**src/rtl/cordic_seq.sv**
```systemverilog
// Iteration sequencer for an iterative CORDIC core.
// Accepts one operand set over valid/ready, pulses the core enable to load it, then steps
// shift/angle through ITER micro-rotations. The core outputs are captured on the last step
// and the result is held over a valid/ready handshake until it is taken.
module cordic_seq #(
  parameter int unsigned DW   = 16,
  parameter int unsigned SW   = 3,
  parameter int unsigned ITER = 8
) (
  input  logic          i_clk,
  input  logic          i_rst_n,
  input  logic          i_clr,
  input  logic          i_in_valid,
  output logic          o_in_ready,
  input  logic          i_in_mode,
  input  logic [DW-1:0] i_in_x,
  input  logic [DW-1:0] i_in_y,
  input  logic [DW-1:0] i_in_z,
  output logic          o_core_mode,
  output logic          o_core_enable,
  output logic [DW-1:0] o_core_x,
  output logic [DW-1:0] o_core_y,
  output logic [DW-1:0] o_core_z,
  output logic [SW-1:0] o_core_shift,
  output logic [DW-1:0] o_core_angle,
  input  logic [DW-1:0] i_core_x_o,
  input  logic [DW-1:0] i_core_y_o,
  input  logic [DW-1:0] i_core_z_o,
  output logic          o_out_valid,
  input  logic          i_out_ready,
  output logic [DW-1:0] o_out_x,
  output logic [DW-1:0] o_out_y,
  output logic [DW-1:0] o_out_z
);

  typedef enum logic [1:0] {StIdle, StLoad, StRot, StDone} state_t;

  localparam logic [SW-1:0] LastCnt = SW'(ITER - 1);

  state_t        r_state;
  logic [SW-1:0] r_cnt;
  logic          r_in_ready;
  logic          r_core_enable;
  logic          r_out_valid;
  logic          r_core_mode;
  logic [DW-1:0] r_core_x;
  logic [DW-1:0] r_core_y;
  logic [DW-1:0] r_core_z;
  logic [DW-1:0] r_core_angle;
  logic [DW-1:0] r_out_x;
  logic [DW-1:0] r_out_y;
  logic [DW-1:0] r_out_z;
  logic [SW-1:0] w_cnt_nxt;

  // atan(2^-i) with pi = 2^15, widened to the datapath by a left shift
  function automatic logic [DW-1:0] atan_lut(input logic [SW-1:0] idx);
    logic [15:0] v;
    case (int'(idx))
      0:       v = 16'd8192;
      1:       v = 16'd4836;
      2:       v = 16'd2555;
      3:       v = 16'd1297;
      4:       v = 16'd651;
      5:       v = 16'd326;
      6:       v = 16'd163;
      7:       v = 16'd81;
      default: v = 16'd0;
    endcase
    return DW'(v) << (DW - 16);
  endfunction

  assign w_cnt_nxt = r_cnt + 1'b1;

  // Sequencer FSM; all handshake and core-facing outputs are registered here
  always_ff @(posedge i_clk or negedge i_rst_n) begin
    if (!i_rst_n) begin
      r_state       <= StIdle;
      r_cnt         <= '0;
      r_in_ready    <= 1'b1;
      r_core_enable <= 1'b0;
      r_out_valid   <= 1'b0;
      r_core_mode   <= 1'b0;
      r_core_x      <= '0;
      r_core_y      <= '0;
      r_core_z      <= '0;
      r_core_angle  <= '0;
      r_out_x       <= '0;
      r_out_y       <= '0;
      r_out_z       <= '0;
    end else if (i_clr) begin
      // Abort wins over any handshake; a pending result is simply dropped
      r_state       <= StIdle;
      r_cnt         <= '0;
      r_in_ready    <= 1'b1;
      r_core_enable <= 1'b0;
      r_out_valid   <= 1'b0;
      r_core_angle  <= '0;
    end else begin
      unique case (r_state)
        StIdle: begin
          if (i_in_valid) begin
            r_core_mode   <= i_in_mode;
            r_core_x      <= i_in_x;
            r_core_y      <= i_in_y;
            r_core_z      <= i_in_z;
            r_in_ready    <= 1'b0;
            r_core_enable <= 1'b1;
            r_state       <= StLoad;
          end
        end
        StLoad: begin
          r_core_enable <= 1'b0;
          r_cnt         <= '0;
          r_core_angle  <= atan_lut('0);
          r_state       <= StRot;
        end
        StRot: begin
          if (r_cnt == LastCnt) begin
            r_out_x      <= i_core_x_o;
            r_out_y      <= i_core_y_o;
            r_out_z      <= i_core_z_o;
            r_out_valid  <= 1'b1;
            r_cnt        <= '0;
            r_core_angle <= '0;
            r_state      <= StDone;
          end else begin
            r_cnt        <= w_cnt_nxt;
            r_core_angle <= atan_lut(w_cnt_nxt);
          end
        end
        StDone: begin
          if (i_out_ready) begin
            r_out_valid <= 1'b0;
            r_in_ready  <= 1'b1;
            r_state     <= StIdle;
          end
        end
        default: begin
          r_state <= StIdle;
        end
      endcase
    end
  end

  assign o_in_ready    = r_in_ready;
  assign o_core_mode   = r_core_mode;
  assign o_core_enable = r_core_enable;
  assign o_core_x      = r_core_x;
  assign o_core_y      = r_core_y;
  assign o_core_z      = r_core_z;
  // The count is cleared on every exit from ROT, so it doubles as the shift
  assign o_core_shift  = r_cnt;
  assign o_core_angle  = r_core_angle;
  assign o_out_valid   = r_out_valid;
  assign o_out_x       = r_out_x;
  assign o_out_y       = r_out_y;
  assign o_out_z       = r_out_z;

endmodule
```
**config.mk**
```make
export PLATFORM = sky130hd
export DESIGN_NAME = cordic_seq
export DESIGN_NICKNAME = d
export VERILOG_FILES = /design/src/rtl/cordic_seq.sv
export SDC_FILE = /design/constraint.sdc
export NUM_CORES = 1
export LEC_CHECK = 0
export BUFFER_PORTS_ARGS = -buffer_cell sky130_fd_sc_hd__buf_2
export CORE_UTILIZATION = 35
export DETAILED_ROUTE_END_ITERATION = 12
export GPL_ROUTABILITY_DRIVEN = 0
export PLACE_DENSITY_LB_ADDON = 0.08
export SETUP_SLACK_MARGIN = 0.5
export SLEW_MARGIN = 20
export SYNTH_ARGS = -nofsm -noshare
export SYNTH_HDL_FRONTEND = slang
export SYNTH_SLANG_ARGS = --single-unit
```
**constraint.sdc**
```tcl
create_clock -name i_clk -period 1.7 [get_ports i_clk]
set_input_delay 0.51 -clock i_clk [delete_from_list [all_inputs] [get_ports i_clk]]
set_output_delay 0.51 -clock i_clk [all_outputs]
set_load 0.1 [all_outputs]
```
======== Word level (Yosys, flattened, before mapping) ========
Memory sizes are Yosys's and may differ from the RTL's.
Cells that the tools add are included.
word-level totals
  word-level logic and storage cells ...... 56
  register bits ........................... 121
  output and inout port bits .............. 119
  bits of input ports ..................... 102
  ROM bits ................................ 112
  memories kept ........................... 1
operators by class
  add/sub/neg operators ................... 1
  bitwise logic cells ..................... 1
  mux-type cells .......................... 22
  equal/unequal tests ..................... 7
  reductions and logical operators ........ 11
memory list
  name              words  width  read ports  clocked after memory_dff  write ports  RTL line  RTL
  (name not given)  8      14     1           0                         0            58        case (int'(idx))
operators by type and width
  operator             number
  $mux 16              2
  $pmux 16 s2          1
  $reduce_and 3->1     5
  $reduce_bool 3->1    4
  $ne 3x3->1 const B   3
  $mux 1               8
  $mux 2               4
  $pmux 2 s4           1
  $mux 3               2
  $pmux 1 s2           3
  $pmux 3 s2           1
  $eq 2x2->1 const B   2
  $add 3x1->3 const B  1
  $eq 3x3->1 const B   1
  $eq 2x1->1 const B   1
  $logic_not 2->1      1
  $reduce_and 2->1     1
  $not 1->1            1

======== Logic depth before layout (Yosys ltp) ========
Gate-level depths: netlist (run 1).
An unclocked memory read counts as a cell.
  depth in word-level cells ............... 5
  mapped depth ............................ 8
  mapped depth without buffers ............ 5

======== Least setup slack after synthesis (run 1) ========
No wires, ideal clock.
  path kind ............................... register to register
  start ................................... reg r_cnt[0] (netlist: o_core_shift[0])
  end ..................................... reg r_state[0]
  clock period less this slack ............ 2.322 ns
  buffers on the path ..................... 0
  data arrival time ....................... 2.198 ns
  required time ........................... 1.575 ns
  path slack .............................. -0.622 ns
  library setup time ...................... 0.125 ns
  stages on the path, launching flop included .. 5
  cell sequence ........................... dfrtp_1 > ha_1 > nand2_1 > a221oi_1 > mux2_2
between the ends
  cells in the longest elaborated chain, start to end .. 3
ends and longest elaborated chain
  item                        RTL line  RTL
  from (decl)                 41        logic [SW-1:0] r_cnt;
  from (signal assigned)      127       r_cnt <= w_cnt_nxt;
  $eq 3x3->1                  118       if (r_cnt == LastCnt) begin
  $ne 3x3->1 (no line)        --
  $reduce_and 3->1 (no line)  --
  to (signal assigned)        115       r_state <= StRot;
  to (signal assigned)        125       r_state <= StDone;
  to (signal assigned)        135       r_state <= StIdle;
  to (decl)                   40        state_t r_state;
No other way between the ends.
A chain may end at the register's enable or synchronous reset.

======== Worst setup path in the final report (run 1) ========
  start ................................... reg r_state[1]
  end ..................................... reg r_core_z[3] (netlist: o_core_z[3])
between the ends
  cells in the longest elaborated chain, start to end .. 2
ends and longest elaborated chain
  item                        RTL line  RTL
  from (signal assigned)      77        r_state <= StIdle;
  from (signal assigned)      92        r_state <= StIdle;
  from (signal assigned)      108       r_state <= StLoad;
  $logic_not 2->1             99        unique case (r_state)
  $reduce_and 3->1 (no line)  --
  to (signal assigned)        105       r_core_z <= i_in_z;
  to (decl)                   48        logic [DW-1:0] r_core_z;
No other way between the ends.

==> results of run 1 <==
worst paths after layout:
| kind | depth (start not counted) | slack (ns) | start | endpoint |
|---|---|---|---|---|
| min in group i_clk | 2 | 0.33 | i_core_y_o[3] | o_out_y[3] |
| max in group asynchronous | 2 | 1.12 | i_rst_n | o_core_z[7] |
| worst min register to register | 2 | 0.54 | o_core_angle[7] | o_core_angle[7] |
| worst min-delay path | 1 | 0.01 | i_rst_n | o_out_y[11] |
| worst max-delay path | 7 | -0.09 | r_state[1] | o_core_z[3] |
| worst max register to register | 7 | -0.09 | r_state[1] | o_core_z[3] |
layer usage:
layer  part of all wire  wire length [um]  track usage  vias to the layer above
met1               0.40              6640        0.266                     1974
li1                   -                 -            -                     1774
met3              0.050               836       0.0642                       23
met5                  0                 0            0                        -
met4              0.017               277       0.0688                        0
met2               0.53              8820        0.357                      143
cell type report:
class	instances	area [um2]	share of cell area
well taps	176	220	0.0211
flip-flops and latches	119	3110	0.298
repair buffers	319	4100	0.393
clock inverters	8	143	0.0137
multi-input cells	178	2330	0.223
inverters	6	32.5	0.00312
clock buffers	24	492	0.0472
Yosys cell counts (all sizes together):
cell      n  share of area
a21boi    1         0.0016
a21oi     3         0.0031
a221oi    1         0.0018
a22o      6          0.011
a311oi    1         0.0018
a31oi     1         0.0013
a32o      1         0.0021
and2      2         0.0026
and3      1         0.0013
buf      15          0.023
clkbuf    1        0.00078
conb      1        0.00078
dfrtp   118           0.62
dfstp     1         0.0055
ha       10          0.026
inv       6         0.0047
mux2     98           0.23
mux2i     8          0.017
nand2    14          0.012
nand2b    3         0.0039
nand3     1         0.0010
nor2      4         0.0031
nor2b     2         0.0042
nor3      3         0.0031
o21ai     9         0.0094
o21ba     1         0.0021
o21bai    1         0.0016
o31ai     1         0.0016
or2       1         0.0013
xnor2     1         0.0018
xor2      1         0.0018
kinds of logic after synthesis:
group,Yosys count
simple gates,31
xor+xnor,2
compound gates,26
fa+ha+maj,10
flops,119
other cells,1
mux,106
buf+inv,22
flip-flops by register name, indices dropped and copies added (netlist names):
signal	cells
o_core_mode	1
o_core_x	16
o_core_z	16
o_out_y	16
o_in_ready	1
o_core_enable	1
o_core_shift	3
o_core_y	16
o_out_x	16
o_core_angle	14
r_state	2
o_out_z	16
o_out_valid	1
repair_timing:
action / in CTS / in global routing
pin swaps: 16 / 20
buffers inserted: 33 / 34
gates cloned: 13 / 1
gates resized for setup: 447 / 193
hold buffers: 0 / 0
endpoints found under the setup margin: 236 / 236
per-stage QoR:
| stage | cell area, um2 | setup TNS [ns] | power (W) |
|---|---|---|---|
| after floorplan | 5070 | -1.80 | 0.0102 |
| after global placement | 6520 | 0 | 0.0114 |
| after detailed placement | 6520 | 0 | 0.0115 |
| after CTS | 9320 | -0.108 | 0.0178 |
| after global routing | 10400 | -5.68 | 0.0203 |
| final | 10400 | -3.20 | 0.0197 |
power by group:
part           leakage (nW)  switching, W  internal (W)
clock network         0.310       0.00125       0.00260
registers              1.42      0.000830       0.00368
logic                  3.32       0.00665       0.00469
==> impl_results.md, run 1 <==
* Status: complete, but fails checks
* Half-perimeter wire length of the detailed placement result at 8280 um
* Dpl ws at 0.0491 ns
* Commonest non-fill, non-tap cell in the layout: buf_12
* DIE AREA at ~0.014 mm2
* Element type at the critical path start: flip-flop
* Vias per cell at approximately 4.7
* Number of max-capacitance violations reported at 0
* Number of I/O pins at 221
* Drt drc at 0
* Critical Path Slowest Stage Cell: dfrtp_1
* Vias after detailed routing at 3,914
* Hold slack final at ~0.010 ns
* Mean cell area of the mapped netlist at between 15 and 20 um2
* Final wirelength at 16,600 um
* Antenna Cells at 0
* Max Clock Freq at 558 MHz
* Kind of end point of the critical path: flip-flop
* Category of the critical setup timing path: reg2reg
* VDD IR-drop max at between 0.8 and 0.9 mV
* Share of synthesized cell area in full adder, half adder and majority cells at 0.0262
* Total global routing overflow at 0
* Maximum net fanout on the critical path at 6
* Height of the chip at 119 um
* Number of buffers created by CTS at 17
* Number of input and output port buffers inserted at around 220
* Endpoint required time on the critical path at around 2.0 ns
* Post-synthesis compound-gate area fraction at 0.0374
* Failing checks: setup timing
* Delay-heaviest family, CP: buffers and inverters
* Number of slew-limit violations in the final report at 0
* First-pass iteration count of the detailed router at 4
* Number of clock sinks at 119
* Count of final hold-check violations at 0
* Insertion delay of the later-clocked pin in the worst-skew pair at 0.41 ns
* Filler cells at 682
* Crit-path max cell delay at 0.42 ns
* Clock slew at reported path FFs at 0.05 ns
* Drt first-iter violations at 174
* Maximum level of the CTS H-tree at 4
* Period utilisation layout at 1.05
* First-pass GRT wire length at 22,800 um
* DP Cell Count at 717
* Maximum number of pins on one net before global-route repair at 31
* Minimum period implied by the final worst setup slack at 1.79 ns
* Post-Syn Instances at 317
* Initial cell density of the core at 0.359
* Final clock skew at 0.00701 ns
* TritonCTS clock tree: done
* Post-route insts no fill at 830
* Worst hold-check path type: in2async
* Global-route total usage across every layer at 0.214
* Summed instance area of the synthesized netlist at roughly 0.0048 mm2
* Net count of the finished layout at approximately 750
* Simple-gate portion of the synthesized area at 0.0322
* Final core utilization at 0.784
* Yosys cell types at 35
* Pwr dens at 1890 mW/mm2
* Core box area at 0.0133 mm2
* Buffers plus inverters on the worst setup path at 3
* Largest family of logic cells by synthesized area: multiplexers
* Sequential element share of the synthesized area at 0.623
* Vias in the first global route at 4,129
* Floorplan row count at 42
* Number of buffers between clock root and the deepest sink at 2
* Clock Tree Root: clkbuf_16
* Share of post-route cells with drive strength above 1 at 0.904
* Initial antenna violation count at 0
* Final Setup Violations at 53
* Area growth syn-to-layout at 118%
* Leakage power total at 5.05 nW
* Setup repair after global routing missed its margin: true
* Signal arrival time at the worst endpoint at 2.08 ns
* Worst Slack Setup Final at -0.0917 ns
* Synth Register Bits at 119
* Routed WL per cell at 20.0 um
* Xor and xnor fraction of the mapped netlist area at 0.00367
* Die outline width at 119 um
* Multiplexer fraction of the synthesized cell area at 0.248
* Count of warnings emitted by yosys at 0
* List of cells traversed by the critical path: inv_2 > ha_4 > nand2_2 > or2_4 > buf_6 > buf_16 > mux2_4
* Highest-count cells in the layout ignoring fill and taps: 127 x buf_12, 100 x buf_2, 93 x dfrtp_2, 89 x mux2_4, 48 x buf_4
* Post-detailed-route count of antenna-violating nets at 0
Power figures use the tool's default switching activity.
==> run 2, diff against run 1 <==
--- a/config.mk
+++ b/config.mk
@@ -9,7 +9,7 @@
 export CORE_UTILIZATION = 35
 export DETAILED_ROUTE_END_ITERATION = 12
 export GPL_ROUTABILITY_DRIVEN = 0
-export PLACE_DENSITY_LB_ADDON = 0.08
+export PLACE_DENSITY = 0.64
 export SETUP_SLACK_MARGIN = 0.5
 export SLEW_MARGIN = 20
 export SYNTH_ARGS = -nofsm -noshare
==> run 2 against run 1 <==
  * The run still ends with setup timing left
  * Global-route usage fell by 0.56 points
  * Sequential cell count did not move
  * Total power fell by 3.3%
  * Wire length fell by 0.78%
  * Non-clock buffer count fell by 15
  * Sequential share of layout area rose by 1.2 points
  * Register-to-register slack improved by 0.02 ns
  * First-iteration DRC count rose by 2.9%
  * Die area did not move
  * Largest power group unchanged
==> impl_results.md, run 2 (synthesis gave the netlist of run 1 again) <==
* Number of cells on the worst reg-to-reg path at 8 (was 7)
* Maximum level of the CTS H-tree at 4 (unchanged)
* Post-detailed-route count of antenna-violating nets at 0 (unchanged)
* Height of the chip at 119 um (unchanged)
* Drt first-iter violations at 179 (was 174)
* Combined area of the multi-input logic cells at 0.00218 mm2 (was 0.00233 mm2)
* Global-route total usage across every layer at 0.209 (was 0.214)
* Setup repair after global routing missed its margin: true (unchanged)
* Minimum period implied by the final worst setup slack at 1.77 ns (was 1.79 ns)
* Maximum number of pins on one net before global-route repair at 34 (was 31)
* Number of input and output port buffers inserted at 218 (unchanged)
* Initial antenna violation count at 0 (unchanged)
* Delay-heaviest family, CP: buffers and inverters (unchanged)
* Routed WL per cell at 20.2 um (was 20.0 um)
* VDD IR-drop max at 1.06 mV (was 0.843 mV)
* Failing checks: setup timing (unchanged)
* DIE AREA at 0.0141 mm2 (unchanged)
* List of cells traversed by the critical path: inv_2 > buf_6 > ha_4 > nor2b_4 > nand2_8 > buf_12 > buf_16 > mux2_4 (was inv_2 > ha_4 > nand2_2 > or2_4 > buf_6 > buf_16 > mux2_4)
* PnR Total Power at 0.0191 W (was 0.0197 W)
* Crit-path max cell delay at 0.40 ns (was 0.42 ns)
* Footprint of the flip-flops and latches at 0.00311 mm2 (unchanged)
* Critical Path Slowest Stage Cell: dfrtp_1 (unchanged)
* Final core utilization at 0.754 (was 0.784)
* Vias after detailed routing at 3,914 (unchanged)
* Net count of the finished layout at 737 (was 753)
* Number of I/O pins at 221 (unchanged)
* Vias per cell at 4.81 (was 4.72)
* Drt drc at 0 (unchanged)
* Category of the critical setup timing path: reg2reg (unchanged)
* Filler cells at 722 (was 682)
* Worst hold-check path type: in2async (unchanged)
* Floorplan row count at 42 (unchanged)
* Half-perimeter wire length of the detailed placement result at 8030 um (was 8280 um)
* Number of max-capacitance violations reported at 0 (unchanged)
* Kind of end point of the critical path: flip-flop (unchanged)
* Number of slew-limit violations in the final report at 0 (unchanged)
* Element type at the critical path start: flip-flop (unchanged)
* Endpoint required time on the critical path at 1.98 ns (was 1.99 ns)
* Insertion delay of the later-clocked pin in the worst-skew pair at 0.41 ns (about the same)
* Commonest non-fill, non-tap cell in the layout: buf_12 (unchanged)
* First-pass iteration count of the detailed router at 4 (unchanged)
* Number of clock sinks at 119 (unchanged)
* Total global routing overflow at 0 (unchanged)
* Share of post-route cells with drive strength above 1 at 0.889 (was 0.904)
* Core box area at 0.0133 mm2 (unchanged)
* Clock slew at reported path FFs at 0.05 ns (about the same)
* Status: complete, but fails checks (unchanged)
* Worst Slack Setup Final at -0.0681 ns (was -0.0917 ns)
* Highest-count cells in the layout ignoring fill and taps: 123 x buf_12, 100 x buf_2, 93 x dfrtp_2, 60 x mux2_4, 48 x buf_4 (was 127 x buf_12, 100 x buf_2, 93 x dfrtp_2, 89 x mux2_4, 48 x buf_4)
* Critical path depth in cells at 8 (was 7)
* Maximum net fanout on the critical path at 8 (was 6)
* Setup slack, reg-to-reg at -0.07 ns (was -0.09 ns)
* Setup TNS after final layout at -1.18 ns (was -3.20 ns)
* Area growth syn-to-layout at 110% (was 118%)
* Leakage power total at 4.77 nW (was 5.05 nW)
* Buffers plus inverters on the worst setup path at 4 (was 3)
* Final Setup Violations at 41 (was 53)
* Antenna Cells at 0 (unchanged)
* Number of buffers created by CTS at 17 (unchanged)
* Clock Tree Root: clkbuf_16 (unchanged)
* Vias in the first global route at 4,105 (was 4,129)
* Die outline width at 119 um (unchanged)
* Period utilisation layout at 1.04 (was 1.05)
* Pwr dens at 1900 mW/mm2 (was 1890 mW/mm2)
* Initial cell density of the core at 0.359 (unchanged)
* Final clock skew at 0.0164 ns (was 0.00701 ns)
* Signal arrival time at the worst endpoint at 2.05 ns (was 2.08 ns)
* First-pass GRT wire length at 22,200 um (was 22,800 um)
* TritonCTS clock tree: done (unchanged)
* Dpl ws at -0.00123 ns (was 0.0491 ns)
* Final wirelength at 16,500 um (was 16,600 um)
* Max Clock Freq at 566 MHz (was 558 MHz)
* Number of buffers between clock root and the deepest sink at 2 (unchanged)
* Count of final hold-check violations at 0 (unchanged)
* Worst r2r dst: o_out_y[10] (was o_core_z[3])
* Worst r2r src: r_state[0] (was r_state[1])
## run 2: worst max path at each step
stage | startpoint | to | slack, ns
floorplan | o_core_shift[1] | o_out_x[0] | -0.07
CTS | o_in_ready | o_in_ready | -0.05
detailed placement | o_core_shift[1] | o_out_y[8] | -0.001
finish | r_state[0] | o_out_y[10] | -0.07
global placement | o_core_shift[1] | o_out_y[5] | 0.05
global route | r_state[0] | o_out_x[13] | -0.13
## run 2: cell type report
class,count,share of cell area
sequential,119,0.310
timing repair buffer,304,0.387
multi-input combinational,177,0.217
clock inverter,8,0.0120
tap,176,0.0220
clock buffer,23,0.0487
inverter,6,0.00250
## run 2: repair_timing
item                       CTS  global route
cloned                      10             2
setup endpoints to repair  236           236
hold buffers                 0             0
pin swaps                   16             9
hold endpoints to repair     0             0
resized for setup          398           189
buffers inserted            28            27
## run 2: power breakdown
| group | internal, W | switching, W |
|---|---|---|
| registers | 0.00368 | 0.000829 |
| logic | 0.00434 | 0.00652 |
| clock network | 0.00245 | 0.00125 |
## run 2: layer usage
metal | GRT usage | wire length, um | share of wire | up-vias
met3 | 0.0546 | 713 | 0.043 | 21
met5 | 0 | 0 | 0 | -
met4 | 0.0688 | 289 | 0.018 | 0
met2 | 0.363 | 8950 | 0.54 | 146
met1 | 0.251 | 6500 | 0.40 | 2014
li1 | - | - | - | 1733
## run 2: through the flow
stage / cell area, um2 / cells / hold slack [ns]
after floorplan: 5070 / 318 / 0.214
after global routing: 10000 / 813 / 0.0254
after CTS: 8980 / 784 / 0.0112
final: 10000 / 813 / 0.0273
after detailed placement: 6480 / 715 / 0.446
after global placement: 6480 / 715 / 0.447
